<file path="src/rtl/inst_fetcher_pkg.sv">
// Shared widths, state encoding and helpers for the instruction fetcher.
package inst_fetcher_pkg;

    localparam int INST_W     = 32;
    localparam int MEM_BYTE_W = 8;
    localparam int FILL_CNT_W = 3;

    localparam logic [FILL_CNT_W-1:0] FILL_BYTES = 3'd4;
    localparam logic [FILL_CNT_W-1:0] FILL_LAST  = 3'd3;

    typedef enum logic [1:0] {
        IF_ST_LOOKUP = 2'd0,
        IF_ST_FILL   = 2'd1,
        IF_ST_WRITE  = 2'd2
    } if_state_e;

    function automatic logic [INST_W-1:0] word_align(
        input logic [INST_W-1:0] a
    );
        return a & ~32'd3;
    endfunction

endpackage

</file>
<file path="src/rtl/inst_fetcher_asm.sv">
// Little-endian byte-to-word assembler used during a cache refill.
module inst_fetcher_asm
    import inst_fetcher_pkg::*;
(
    input  logic                  clk_i,
    input  logic                  rst_i,
    input  logic                  clr_i,
    input  logic                  en_i,
    input  logic [MEM_BYTE_W-1:0] byte_i,
    output logic [INST_W-1:0]     word_o,
    output logic [FILL_CNT_W-1:0] cnt_o
);

    logic [INST_W-1:0]     word_q;
    logic [INST_W-1:0]     word_d;
    logic [FILL_CNT_W-1:0] cnt_q;
    logic [FILL_CNT_W-1:0] cnt_d;

    // Shifting in from the top leaves byte 0 in the low lane after four inserts.
    always_comb begin
        word_d = word_q;
        cnt_d  = cnt_q;
        if (clr_i) begin
            cnt_d = '0;
        end else if (en_i) begin
            word_d = {byte_i, word_q[INST_W-1:MEM_BYTE_W]};
            cnt_d  = cnt_q + 3'd1;
        end
    end

    always_ff @(posedge clk_i) begin
        if (rst_i) begin
            word_q <= '0;
            cnt_q  <= '0;
        end else begin
            word_q <= word_d;
            cnt_q  <= cnt_d;
        end
    end

    assign word_o = word_q;
    assign cnt_o  = cnt_q;

endmodule

</file>
<file path="src/rtl/inst_fetcher.sv">
// Instruction fetcher: owns the PC, looks up the I-cache, refills on miss
// from byte-wide RAM and hands {inst, pc} to the decoder.
module inst_fetcher
    import inst_fetcher_pkg::*;
#(
    parameter logic [INST_W-1:0] RESET_PC = 32'h0
) (
    input  logic                  clk_in,
    input  logic                  rst_in,
    input  logic                  rdy_in,
    output logic [INST_W-1:0]     ic_addr,
    input  logic                  ic_hit,
    input  logic [INST_W-1:0]     ic_data,
    output logic                  ic_we,
    output logic [INST_W-1:0]     ic_wdata,
    output logic                  mem_req,
    input  logic                  mem_gnt,
    output logic [INST_W-1:0]     mem_addr,
    input  logic [MEM_BYTE_W-1:0] mem_din,
    input  logic                  flush,
    input  logic [INST_W-1:0]     flush_pc,
    output logic                  inst_valid,
    output logic [INST_W-1:0]     inst,
    output logic [INST_W-1:0]     inst_pc,
    input  logic                  inst_ready
);

    if_state_e             state_q, state_d;
    logic [INST_W-1:0]     pc_q, pc_d;
    logic                  valid_q, valid_d;
    logic [INST_W-1:0]     inst_q, inst_d;
    logic [INST_W-1:0]     inst_pc_q, inst_pc_d;
    logic                  mem_req_q, mem_req_d;
    logic [FILL_CNT_W-1:0] issue_q, issue_d;

    logic                  fill_en;
    logic                  fill_clr;
    logic [FILL_CNT_W-1:0] recv_cnt;
    logic [INST_W-1:0]     fill_word;
    logic                  slot_free;

    assign slot_free = !valid_q || inst_ready;

    inst_fetcher_asm u_asm (
        .clk_i  (clk_in),
        .rst_i  (rst_in),
        .clr_i  (fill_clr && rdy_in),
        .en_i   (fill_en && rdy_in),
        .byte_i (mem_din),
        .word_o (fill_word),
        .cnt_o  (recv_cnt)
    );

    always_comb begin
        state_d   = state_q;
        pc_d      = pc_q;
        valid_d   = valid_q;
        inst_d    = inst_q;
        inst_pc_d = inst_pc_q;
        mem_req_d = mem_req_q;
        issue_d   = issue_q;
        fill_en   = 1'b0;
        fill_clr  = 1'b0;

        if (valid_q && inst_ready) begin
            valid_d = 1'b0;
        end

        unique case (state_q)
            IF_ST_LOOKUP: begin
                fill_clr = 1'b1;
                if (ic_hit) begin
                    if (slot_free) begin
                        inst_d    = ic_data;
                        inst_pc_d = pc_q;
                        valid_d   = 1'b1;
                        pc_d      = pc_q + 32'd4;
                    end
                end else begin
                    state_d   = IF_ST_FILL;
                    mem_req_d = 1'b1;
                    issue_d   = '0;
                end
            end
            IF_ST_FILL: begin
                if (mem_req_q && mem_gnt && issue_q < FILL_BYTES) begin
                    issue_d = issue_q + 3'd1;
                    if (issue_q == FILL_LAST) begin
                        mem_req_d = 1'b0;
                    end
                end
                // A byte is due one cycle after each issued address.
                if (recv_cnt < issue_q) begin
                    fill_en = 1'b1;
                    if (recv_cnt == FILL_LAST) begin
                        state_d = IF_ST_WRITE;
                    end
                end
            end
            IF_ST_WRITE: begin
                state_d = IF_ST_LOOKUP;
                issue_d = '0;
            end
            default: begin
                state_d = IF_ST_LOOKUP;
            end
        endcase

        if (flush) begin
            pc_d      = word_align(flush_pc);
            valid_d   = 1'b0;
            state_d   = IF_ST_LOOKUP;
            mem_req_d = 1'b0;
            issue_d   = '0;
            fill_en   = 1'b0;
            fill_clr  = 1'b1;
        end
    end

    always_ff @(posedge clk_in) begin
        if (rst_in) begin
            state_q   <= IF_ST_LOOKUP;
            pc_q      <= RESET_PC;
            valid_q   <= 1'b0;
            inst_q    <= '0;
            inst_pc_q <= '0;
            mem_req_q <= 1'b0;
            issue_q   <= '0;
        end else if (rdy_in) begin
            state_q   <= state_d;
            pc_q      <= pc_d;
            valid_q   <= valid_d;
            inst_q    <= inst_d;
            inst_pc_q <= inst_pc_d;
            mem_req_q <= mem_req_d;
            issue_q   <= issue_d;
        end
    end

    assign ic_addr    = pc_q;
    assign ic_we      = rdy_in && (state_q == IF_ST_WRITE);
    assign ic_wdata   = fill_word;
    assign mem_req    = mem_req_q;
    assign mem_addr   = pc_q + {29'd0, issue_q};
    assign inst_valid = valid_q;
    assign inst       = inst_q;
    assign inst_pc    = inst_pc_q;

endmodule

</file>
<file path="config.mk">
export PLATFORM = sky130hd
export DESIGN_NAME = inst_fetcher
export DESIGN_NICKNAME = d
export VERILOG_FILES = /design/src/rtl/inst_fetcher_pkg.sv /design/src/rtl/inst_fetcher_asm.sv /design/src/rtl/inst_fetcher.sv
export SDC_FILE = /design/constraint.sdc
export NUM_CORES = 1
export LEC_CHECK = 0
export BUFFER_PORTS_ARGS = -buffer_cell sky130_fd_sc_hd__buf_4
export CORE_MARGIN = 2
export CORE_UTILIZATION = 53
export CTS_CLUSTER_SIZE = 24
export DETAILED_ROUTE_END_ITERATION = 8
export PLACE_DENSITY = 0.95
export SYNTH_ARGS = -nofsm -noshare
export SYNTH_HDL_FRONTEND = slang
export SYNTH_HIERARCHICAL = 1
export SYNTH_SLANG_ARGS = --single-unit
</file>
<file path="constraint.sdc">
create_clock -name clk_in -period 7.2 [get_ports clk_in]
set_input_delay 0.72 -clock clk_in [delete_from_list [all_inputs] [get_ports clk_in]]
set_output_delay 0.72 -clock clk_in [all_outputs]
set_load 0.01 [all_outputs]
</file>
==> metrics.txt <==
status finished clean; total track usage 0.2910; Mapped Avg Cell Area 7.786 um^2; synthesis-stage register bit count 134; Final Net Count 1,096; largest net degree at the start of global routing 70; DR DRC count 0; CTS tree built; die area around 13,000 um^2; Reg clk slew, reported paths 0.06 ns; Placed Instance Area between 8000 and 9000 um^2; Min-Delay Path Class register to register; DR WL met3 1.764 mm; Critical Path Start Type register; die width 114.2 um; Cell Area, Synth 6439 um^2; VDD IR-drop max approximately 230 uV; clk_lat worst skew approximately 0.42 ns; Initial DRC Count between 500 and 600; Post-CTS Setup Inserts 0; Vias around 6,600; Top Layer Used met4; Power Density 216.1 nW/um^2; CP Max Fanout 9; number of synthesized flops with an enable pin 0; Final Wtd Congestion 0.8577; Max Clk Rate 267.2 MHz; antenna-violating nets left 0; vias in the first global route 6,181; Worst Hold End inst_pc[11]; Post-CTS Resized 0; area delta synth->final 33.77%; final setup fails 0; 1st-pass router iterations 6; hold path startpoint inst_pc[11]; row cnt 40; Worst Path Class, Setup register to output port; Post-Syn Instances roughly 830; synth unique cells 63; R2R depth 8; design area 8613 um^2; Max-Cap Viols 0; Ys Warns 6; minimum hold slack 0.4534 ns; num ports 242; max_slew headroom 0.2004; period utilization 0.5199; wire length after detailed routing roughly 19 mm; total grt overflow 0; PortBufs 235; met2 WL 9.396 mm; final hold violation count 0; Critical Path Sink Type output port; crit path DAT a little over 3 ns; Seq/Total Area, Yosys 0.4166; reg2reg start issue_q[1]; leakage power approximately 3.6 nW; DR vias/cell 5.655; TritonCTS Buffers 17; drt wl/cell 16.55 um; Fillers roughly 930; Detailed Place HPWL between 10 and 15 mm; CTS sink cnt 134; Bufs on Longest Clock Path 2; root buffer cell clkbuf_16; metal1 wirelength 7.731 mm; hold depth 2; initial antenna violation count 0; Die H between 100 and 150 um; Final Power roughly 1.9 mW; Synth Flop Type dfxtp_1; Post-CTS Hold Buffers 0; Starting Density 0.5405; flop2flop setup slack 4.23 ns; setup TNS 0 ns; first-pass GRT wire length roughly 30 mm; H-tree depth 4; Async SR Flop Fraction 0; core box area 11,910 um^2; WP data required 6.48 ns; reg2reg end u_asm/word_o[12]; crit path time final 3.743 ns; layout cells sized above 1 0.2972; Antenna Cells 0; Final Skew 0.01086 ns; worst-margin pin slew around 1.2 ns; final slew viol count 0; unrepaired setup endpoints after global routing false
layout make-up:
type / count / area (um^2) / area share
clock inverter: 13 / 123.9 / 0.01438
clock buffer: 19 / 452.9 / 0.05259
multi-input combinational: 612 / 3349 / 0.3889
inverter: 5 / 18.77 / 0.002179
sequential: 134 / 2683 / 0.3114
timing repair buffer: 240 / 1802 / 0.2092
tap: 147 / 183.9 / 0.02135
worst max-delay path, stage by stage, from the launching register on:
cell and delay (ns):
dfxtp_1 0.52, ha_1 0.34, and4_1 0.24, nand3_1 0.27
nor4_2 0.70, nand4_1 0.20, xnor2_1 0.18, buf_4 0.14
per-stage QoR:
| step | worst slack [ns] | std cells | util |
|---|---|---|---|
| after floorplan | 4.463 | 830 | - |
| after global placement | 3.951 | 1138 | 0.6747 |
| after detailed placement | 3.928 | 1138 | 0.6747 |
| after CTS | 3.475 | 1170 | 0.7231 |
| after global routing | 3.309 | 1170 | 0.7231 |
| final | 3.457 | 1170 | 0.7231 |
placed cells by master, fill, tap and decap left out, drive strengths merged, types with 3 or more instances in the layout:
master | Yosys | layout
a21o | 4 | 4
conb | 1 | 4
nand2 | 231 | 231
nand4 | 18 | 18
a211oi | 4 | 4
a32o | 5 | 5
inv | 4 | 7
a31oi | 3 | 3
ha | 7 | 7
nor2b | 4 | 4
nor3 | 10 | 10
clkbuf | 33 | 19
nand3 | 16 | 16
a311oi | 3 | 3
nand2b | 4 | 4
and3 | 11 | 11
o22ai | 6 | 6
dfxtp | 134 | 134
a22oi | 3 | 3
clkinvlp | 0 | 6
o21ai | 25 | 25
xnor2 | 23 | 23
buf | 46 | 240
a21oi | 122 | 122
clkinv | 1 | 4
nor4 | 10 | 10
nor2 | 40 | 40
o31ai | 3 | 3
xor2 | 9 | 9
mux2i | 8 | 8
and4 | 4 | 4
or2 | 4 | 4
kinds of logic (layout without fill, tap and decap cells):
kind of cell,count (synthesis),in the layout,share of synthesized area
flip-flops,134,134,0.4166
other,1,4,0.0005824
buffers and inverters,84,277,0.06646
adder cells (fa/ha/maj),7,7,0.01360
AND/OR/NAND/NOR,367,367,0.2658
AO/OA/AOI/OAI,193,193,0.1792
multiplexers,9,9,0.01419
XOR/XNOR,32,32,0.04353
registers in the layout (all words and copies together) (netlist names):
signal	cells
state_q	2
inst_valid	1
ic_addr	30
issue_q	3
u_asm/cnt_o	3
inst	32
u_asm/word_o	32
mem_req	1
inst_pc	30
worst max-delay path by stage:
stage	startpoint	endpoint	slack, ns
after global routing	ic_addr[2]	mem_addr[26]	3.31
after floorplan	ic_addr[2]	mem_addr[27]	4.46
final	ic_addr[2]	mem_addr[26]	3.46
after global placement	flush	u_asm/word_o[0]	3.95
after CTS	ic_addr[2]	mem_addr[26]	3.48
after detailed placement	flush	u_asm/word_o[0]	3.93
layer usage:
layer | vias to the layer above | track usage
met5 | - | 0
met4 | 0 | 0.1106
met3 | 45 | 0.08417
met2 | 371 | 0.4905
met1 | 3016 | 0.3526
li1 | 3184 | -
synthesized netlist by cell type, types with 4 or more instances:
master	n	area [um^2]
xnor2_1	23	201.4
buf_4	11	82.58
nor4_1	5	31.28
inv_1	4	15.01
nand2b_1	4	25.02
nand2_1	231	867.1
nor3_1	10	50.05
a32o_1	5	50.05
clkbuf_1	31	116.4
and4_1	4	35.03
nor2b_1	4	25.02
xor2_1	9	78.83
dfxtp_1	134	2683
buf_1	10	37.54
a211oi_1	4	30.03
mux2i_1	8	80.08
a21oi_1	110	550.5
buf_2	19	95.09
and3_1	11	68.82
buf_6	6	67.56
nand4_1	16	100.1
o21ai_0	25	125.1
nor2_1	40	150.1
a21o_1	4	30.03
a21oi_2	12	105.1
o22ai_1	6	37.54
nand3_1	16	80.08
ha_1	7	87.58
power by group:
| part | total, mW | internal, mW | leakage [nW] | switching (mW) |
|---|---|---|---|---|
| Clock | 0.837 | 0.496 | 0.265 | 0.341 |
| Sequential | 0.805 | 0.766 | 1.09 | 0.0390 |
| Combinational | 0.219 | 0.104 | 2.22 | 0.115 |
Power figures use the tool's default switching activity.
